File: src/rtl/mem_pkg.sv
// Shared definitions for the MEM-stage access unit: funct3 codes, FSM states, byte-lane select.
package mem_pkg;

  localparam logic [2:0] F3_LB  = 3'b000;
  localparam logic [2:0] F3_LH  = 3'b001;
  localparam logic [2:0] F3_LW  = 3'b010;
  localparam logic [2:0] F3_LBU = 3'b100;
  localparam logic [2:0] F3_LHU = 3'b101;

  typedef enum logic [1:0] {
    IDLE = 2'd0,
    BUSY = 2'd1,
    DONE = 2'd2
  } mem_state_t;

  // funct3[1:0] gives the access size; sub-size offsets are forced to natural alignment
  function automatic logic [3:0] byte_sel(input logic [2:0] funct3, input logic [1:0] a);
    case (funct3[1:0])
      2'b00:   byte_sel = 4'b0001 << a;
      2'b01:   byte_sel = 4'b0011 << {a[1], 1'b0};
      default: byte_sel = 4'b1111;
    endcase
  endfunction

endpackage

File: src/rtl/load_align.sv
// Combinational load-data lane extraction with sign/zero extension.
module load_align
  import mem_pkg::*;
(
  input  logic [31:0] dat_i,
  input  logic [2:0]  funct3_i,
  input  logic [1:0]  lane_i,
  output logic [31:0] dat_o
);

  logic [7:0]  b;
  logic [15:0] h;

  always_comb begin
    b = dat_i[{lane_i, 3'b000} +: 8];
    h = lane_i[1] ? dat_i[31:16] : dat_i[15:0];
    case (funct3_i)
      F3_LB:   dat_o = {{24{b[7]}}, b};
      F3_LH:   dat_o = {{16{h[15]}}, h};
      F3_LW:   dat_o = dat_i;
      F3_LBU:  dat_o = {24'd0, b};
      F3_LHU:  dat_o = {16'd0, h};
      default: dat_o = dat_i;
    endcase
  end

endmodule

File: src/rtl/mem_access_unit.sv
// MEM-stage data-memory access unit: one Wishbone classic cycle per load/store, stalling the pipeline meanwhile.
// Build option MEM_MISALIGN_TRAP_EN: misaligned half/word accesses trap instead of being force-aligned.
module mem_access_unit
  import mem_pkg::*;
#(
  parameter int ADDR_WIDTH = 32,
  parameter int DATA_WIDTH = 32  // four byte lanes; no other width is supported
) (
  input  logic                  clk,
  input  logic                  reset_n,
  input  logic                  mem_read,
  input  logic                  mem_write,
  input  logic [2:0]            funct3,
  input  logic [ADDR_WIDTH-1:0] addr_in,
  input  logic [DATA_WIDTH-1:0] store_data,
  input  logic                  flush,
  output logic                  stall_req,
  output logic [DATA_WIDTH-1:0] memory_data_out,
  output logic                  misalign_o,
  output logic                  wb_cyc_o,
  output logic                  wb_stb_o,
  output logic                  wb_we_o,
  output logic [ADDR_WIDTH-1:0] wb_adr_o,
  output logic [3:0]            wb_sel_o,
  output logic [DATA_WIDTH-1:0] wb_dat_o,
  input  logic [DATA_WIDTH-1:0] wb_dat_i,
  input  logic                  wb_ack_i
);

  mem_state_t state_q, state_d;

  logic                  req, start, ack_done, squash_now, bad_align;
  logic                  cyc_q, cyc_d, we_q, we_d, squash_q, squash_d;
  logic [ADDR_WIDTH-1:0] adr_q, adr_d;
  logic [3:0]            sel_q, sel_d;
  logic [DATA_WIDTH-1:0] wdat_q, wdat_d, rdata_q, rdata_d, aligned;
  logic [2:0]            f3_q, f3_d;
  logic [1:0]            lane_q, lane_d, lane_req;

`ifdef MEM_MISALIGN_TRAP_EN
  logic misalign_q, misalign_d;
  assign bad_align = ((funct3[1:0] == 2'b01) && addr_in[0]) ||
                     ((funct3[1:0] == 2'b10) && (addr_in[1:0] != 2'b00));
`else
  assign bad_align = 1'b0;
`endif

  assign req        = (mem_read | mem_write) & ~flush;
  assign squash_now = squash_q | flush;

  always_ff @(posedge clk or negedge reset_n) begin
    if (!reset_n) state_q <= IDLE;
    else          state_q <= state_d;
  end

  always_comb begin
    state_d = state_q;
    case (state_q)
      IDLE:    if (req) state_d = bad_align ? DONE : BUSY;
      BUSY:    if (wb_ack_i) state_d = squash_now ? IDLE : DONE;
      DONE:    state_d = IDLE;
      default: state_d = IDLE;
    endcase
  end

  always_comb begin
    stall_req = 1'b0;
    start     = 1'b0;
    ack_done  = 1'b0;
    cyc_d     = cyc_q;
    we_d      = we_q;
    adr_d     = adr_q;
    sel_d     = sel_q;
    wdat_d    = wdat_q;
    f3_d      = f3_q;
    lane_d    = lane_q;
    rdata_d   = rdata_q;
    case (state_q)
      IDLE: begin
        stall_req = req;
        start     = req & ~bad_align;
      end
      BUSY: begin
        stall_req = 1'b1;
        ack_done  = wb_ack_i;
      end
      default: ;
    endcase

    case (funct3[1:0])
      2'b00:   lane_req = addr_in[1:0];
      2'b01:   lane_req = {addr_in[1], 1'b0};
      default: lane_req = 2'b00;
    endcase

    if (start) begin
      cyc_d  = 1'b1;
      we_d   = mem_write;
      adr_d  = {addr_in[ADDR_WIDTH-1:2], 2'b00};
      sel_d  = byte_sel(funct3, addr_in[1:0]);
      f3_d   = funct3;
      lane_d = lane_req;
      case (funct3[1:0])
        2'b00:   wdat_d = {4{store_data[7:0]}};
        2'b01:   wdat_d = {2{store_data[15:0]}};
        default: wdat_d = store_data;
      endcase
    end

    // a squashed cycle still completes on the bus, but its data never reaches the pipeline
    squash_d = (state_q == BUSY) ? (~wb_ack_i & squash_now) : 1'b0;
    if (ack_done) begin
      cyc_d = 1'b0;
      if (!we_q && !squash_now) rdata_d = aligned;
    end
`ifdef MEM_MISALIGN_TRAP_EN
    misalign_d = (state_q == IDLE) && req && bad_align;
`endif
  end

  load_align u_load_align (
    .dat_i    (wb_dat_i),
    .funct3_i (f3_q),
    .lane_i   (lane_q),
    .dat_o    (aligned)
  );

  always_ff @(posedge clk or negedge reset_n) begin
    if (!reset_n) begin
      cyc_q    <= 1'b0;
      we_q     <= 1'b0;
      adr_q    <= '0;
      sel_q    <= 4'd0;
      wdat_q   <= '0;
      f3_q     <= 3'd0;
      lane_q   <= 2'd0;
      squash_q <= 1'b0;
      rdata_q  <= '0;
    end else begin
      cyc_q    <= cyc_d;
      we_q     <= we_d;
      adr_q    <= adr_d;
      sel_q    <= sel_d;
      wdat_q   <= wdat_d;
      f3_q     <= f3_d;
      lane_q   <= lane_d;
      squash_q <= squash_d;
      rdata_q  <= rdata_d;
    end
  end

`ifdef MEM_MISALIGN_TRAP_EN
  always_ff @(posedge clk or negedge reset_n) begin
    if (!reset_n) misalign_q <= 1'b0;
    else          misalign_q <= misalign_d;
  end
  assign misalign_o = misalign_q;
`else
  assign misalign_o = 1'b0;
`endif

  assign wb_cyc_o        = cyc_q;
  assign wb_stb_o        = cyc_q;
  assign wb_we_o         = we_q;
  assign wb_adr_o        = adr_q;
  assign wb_sel_o        = sel_q;
  assign wb_dat_o        = wdat_q;
  assign memory_data_out = rdata_q;

endmodule

File: config.mk
export PLATFORM = sky130hd
export DESIGN_NAME = mem_access_unit
export DESIGN_NICKNAME = d
export VERILOG_FILES = /design/src/rtl/mem_pkg.sv /design/src/rtl/load_align.sv /design/src/rtl/mem_access_unit.sv
export SDC_FILE = /design/constraint.sdc
export NUM_CORES = 1
export LEC_CHECK = 0
export ABC_AREA = 0
export CAP_MARGIN = 20
export CORE_MARGIN = 5
export CORE_UTILIZATION = 43
export DETAILED_ROUTE_END_ITERATION = 10
export GPL_ROUTABILITY_DRIVEN = 0
export GPL_TIMING_DRIVEN = 0
export PLACE_DENSITY_LB_ADDON = 0.08
export SYNTH_ARGS = -nofsm -noshare
export SYNTH_HDL_FRONTEND = slang
export SYNTH_SLANG_ARGS = --single-unit
File: constraint.sdc
create_clock -name clk -period 2 [get_ports clk]
set_input_delay 0.6 -clock clk [delete_from_list [all_inputs] [get_ports clk]]
set_output_delay 0.6 -clock clk [all_outputs]
set_load 0.1 [all_outputs]
==> flow_metrics.py <==
metrics = {
    "status": {
        "status": "complete, no violations",
    },
    "die": {
        "die-area_mm2": 0.0140,
        "die_w_um": 118,
        "core_area_mm2": 0.0115,
        "die_h_um": 118,
        "io_pins": 210,
        "rows": 39,
        "initial_core_util_pct": 44.1,
    },
    "synthesis": {
        "synth_edf_count": 0,
        "ys_types": 40,
        "synth_common_cells": "dfrtp_1, nand2_1, nor2_1, mux2_2, o21ai_0",
        "synth_most_common_cell": "dfrtp_1",
        "synth_top_area_share_pct": 53.4,
        "synth_warnings": 0,
        "synth_top_area_cell": "dfrtp_1",
        "synth_area_mm2": 0.00506,
        "synth_seq_area_share_pct": 53.4,
        "syn_inst": 472,
        "ys.flop_type": "dfrtp_1",
        "synthTopCellsByArea": "dfrtp_1, mux2_2, mux2i_1, nand2_1, nor2_1",
        "async_reset_ff_share_pct": 100,
        "synth-seq-cells": 108,
        "avgSynthCellArea_um2": 10.7,
    },
    "sta": {
        "max_slew_margin_pct": 50.9,
        "worst_pin_slew_ns": 0.736,
        "fin_ws_ns": 0.0318,
        "fmax_ghz": 0.508,
        "whs_ns": 0.314,
        "final-hold-violation-count": 0,
        "fin_skew_ns": 0.00522,
        "slew_viol_final": 0,
        "period_minus_slack_ns": 1.97,
        "period_share_pct": 98.4,
        "setup_viol_count_final": 0,
        "rsz0062_at_grt": "false",
    },
    "min_path": {
        "holdCritPathClass": "in -> async",
    },
    "worst_setup_path": {
        "path_class": "in -> out",
        "required_ns": 1.40,
        "rrSetupSlack_ns": 0.07,
        "reg2reg_from": "state_q[1]",
        "cp-end-kind": "primary output",
        "startpoint_type": "input pin",
        "crit_path_max_fanout": 2,
        "rr_endpoint": "f3_q[1]",
        "r2r_cells": 5,
        "arrival_ns": 1.37,
    },
    "power_and_ir_drop": {
        "finalPower_mw": 14.0,
        "pwr-share-comb_pct": 63.1,
        "p_int_mw": 5.85,
        "clock_power_share_pct": 12.5,
        "power.switching_mw": 8.16,
        "max-vdd-ir-drop_mv": 1.81,
        "power_density_mw_per_mm2": 1770,
        "p_seq_share_pct": 24.4,
        "p_sw_share_pct": 58.2,
        "leakagePower_nw": 3.40,
    },
    "cts": {
        "cts_tree": "yes",
        "cts.htree.levels": 3,
        "clk_latency_ns": 0.35,
        "root_buffer": "clkbuf_16",
        "cts_sinks": 108,
        "clockBufferDepth": 2,
        "postCtsHoldBufs": 0,
        "numCtsBuffers": 9,
        "clkTransAtPathRegs_ns": 0.07,
    },
    "drt": {
        "ant_nets": 0,
        "vias": 4414,
        "route.detailed.drc": 0,
        "wl_per_cell_um": 18.6,
        "initialDrtViolationCount": 216,
        "via_per_inst": 5.22,
        "totalWireLength_um": 15800,
        "dr.pass1.iters": 4,
    },
    "global_route": {
        "grt_pass1_vias": 4727,
        "antenna_found_initial": 0,
        "track_usage_pct": 22.4,
        "grt_pass1_wl_um": 25400,
        "grt_overflow": 0,
        "grt_start_max_net_pins": 57,
    },
    "layout": {
        "fill_cells": 897,
        "antenna_cells": 0,
        "nNetsFinal": 803,
        "syn_to_final_growth_pct": 56.2,
        "post-route-util_pct": 68.9,
        "drive_above_1_share_pct": 30.9,
    },
    "placement": {
        "dpl.hpwl_um": 11800,
        "portBuffers": 205,
        "dpl_worst_slack_ns": -1.17,
    },
    "job": {
        "cap_violations": 0,
    },
}
## metrics by stage
step / setup TNS [ns] / area, um2 / instances
finish: 0 / 7900 / 846
global route: 0 / 7900 / 846
CTS: 0 / 7900 / 846
detailed placement: -64.98 / 7330 / 823
global placement: -474.06 / 7310 / 822
floorplan: 0 / 5070 / 474
## kinds of logic after synthesis
family	Yosys count	synth area share (%)
flops	108	53.4
buf+inv	39	3.78
other cells	1	0.0741
mux	81	17.7
simple gates	147	13.4
compound gates	96	11.6
## power by group through the flow
| stage | clock network (mW) | logic [mW] | registers (mW) |
|---|---|---|---|
| after floorplan | 0 | 1.32 | 8.83 |
| after global placement | 0 | 8.95 | 3.42 |
| after detailed placement | 0 | 9.02 | 3.46 |
| after CTS | 1.78 | 8.89 | 3.43 |
| after global routing | 1.87 | 9.13 | 3.53 |
| final | 1.75 | 8.84 | 3.42 |
## flip-flops by register name, summed over array words and instances, names as in the netlist
| register | flops |
|---|---|
| wb_adr_o | 30 |
| wb_dat_o | 32 |
| memory_data_out | 32 |
| squash_q | 1 |
| wb_we_o | 1 |
| wb_sel_o | 4 |
| f3_q | 3 |
| lane_q | 2 |
| wb_cyc_o | 1 |
| state_q | 2 |
## layer usage
layer  vias up  GRT usage (%)  part of all wire [%]
li1       2091              -                     -
met1      2168           26.5                    40
met2       138           37.8                    50
met3        17           8.45                   8.3
met4         0           6.95                   1.5
met5         -              0                     0
## worst max-delay path: stages
cell and delay (ns):
clkdlybuf4s15_1 0.19, nor2_2 0.16, nor2_2 0.05, nor2_2 0.15, nor2_4 0.06, buf_12 0.16
## area by class of cell
cell class                 count  area [um2]  share of cell area, %
timing repair buffer         213        2290                   28.9
clock inverter                 3        20.0                  0.253
inverter                       3        11.3                  0.142
sequential                   108        2700                   34.2
clock buffer                  13         270                   3.42
tap                          143         179                   2.26
multi-input combinational    327        2200                   27.8
buffer                        36         238                   3.01
## layout by cell type, fill, tap and decap left out, drive strengths merged, types with 2 or more instances in the layout
cell	n
a211oi	19
a21oi	26
a221oi	2
a22o	6
buf	28
clkbuf	31
clkdlybuf4s15	102
clkdlybuf4s50	97
clkinv	2
clkinvlp	2
conb	3
dfrtp	108
inv	2
mux2	51
mux2i	30
nand2	61
nand2b	2
nor2	58
nor2b	4
nor3	7
nor3b	6
o21ai	34
or4	2
## how the worst max path moves through the flow
stage,start,to,slack (ns),cells past startpoint
2_1_floorplan,wb_cyc_o,wb_stb_o,0.06,1
3_3_place_gp,reset_n,wb_we_o,-4.23,1
3_5_place_dp,flush,stall_req,-1.17,5
6_report,mem_read,stall_req,0.03,6
5_1_grt,mem_read,stall_req,0.0008,6
4_1_cts,wb_we_o,wb_we_o,0.0003,1
## what timing repair did
action,4_1_cts,5_1_grt
cloned,1,0
pin swaps,3,6
endpoints found under the setup margin,208,22
buffers inserted,6,0
gates resized for setup,341,11
(Power assumes the default switching activity.)
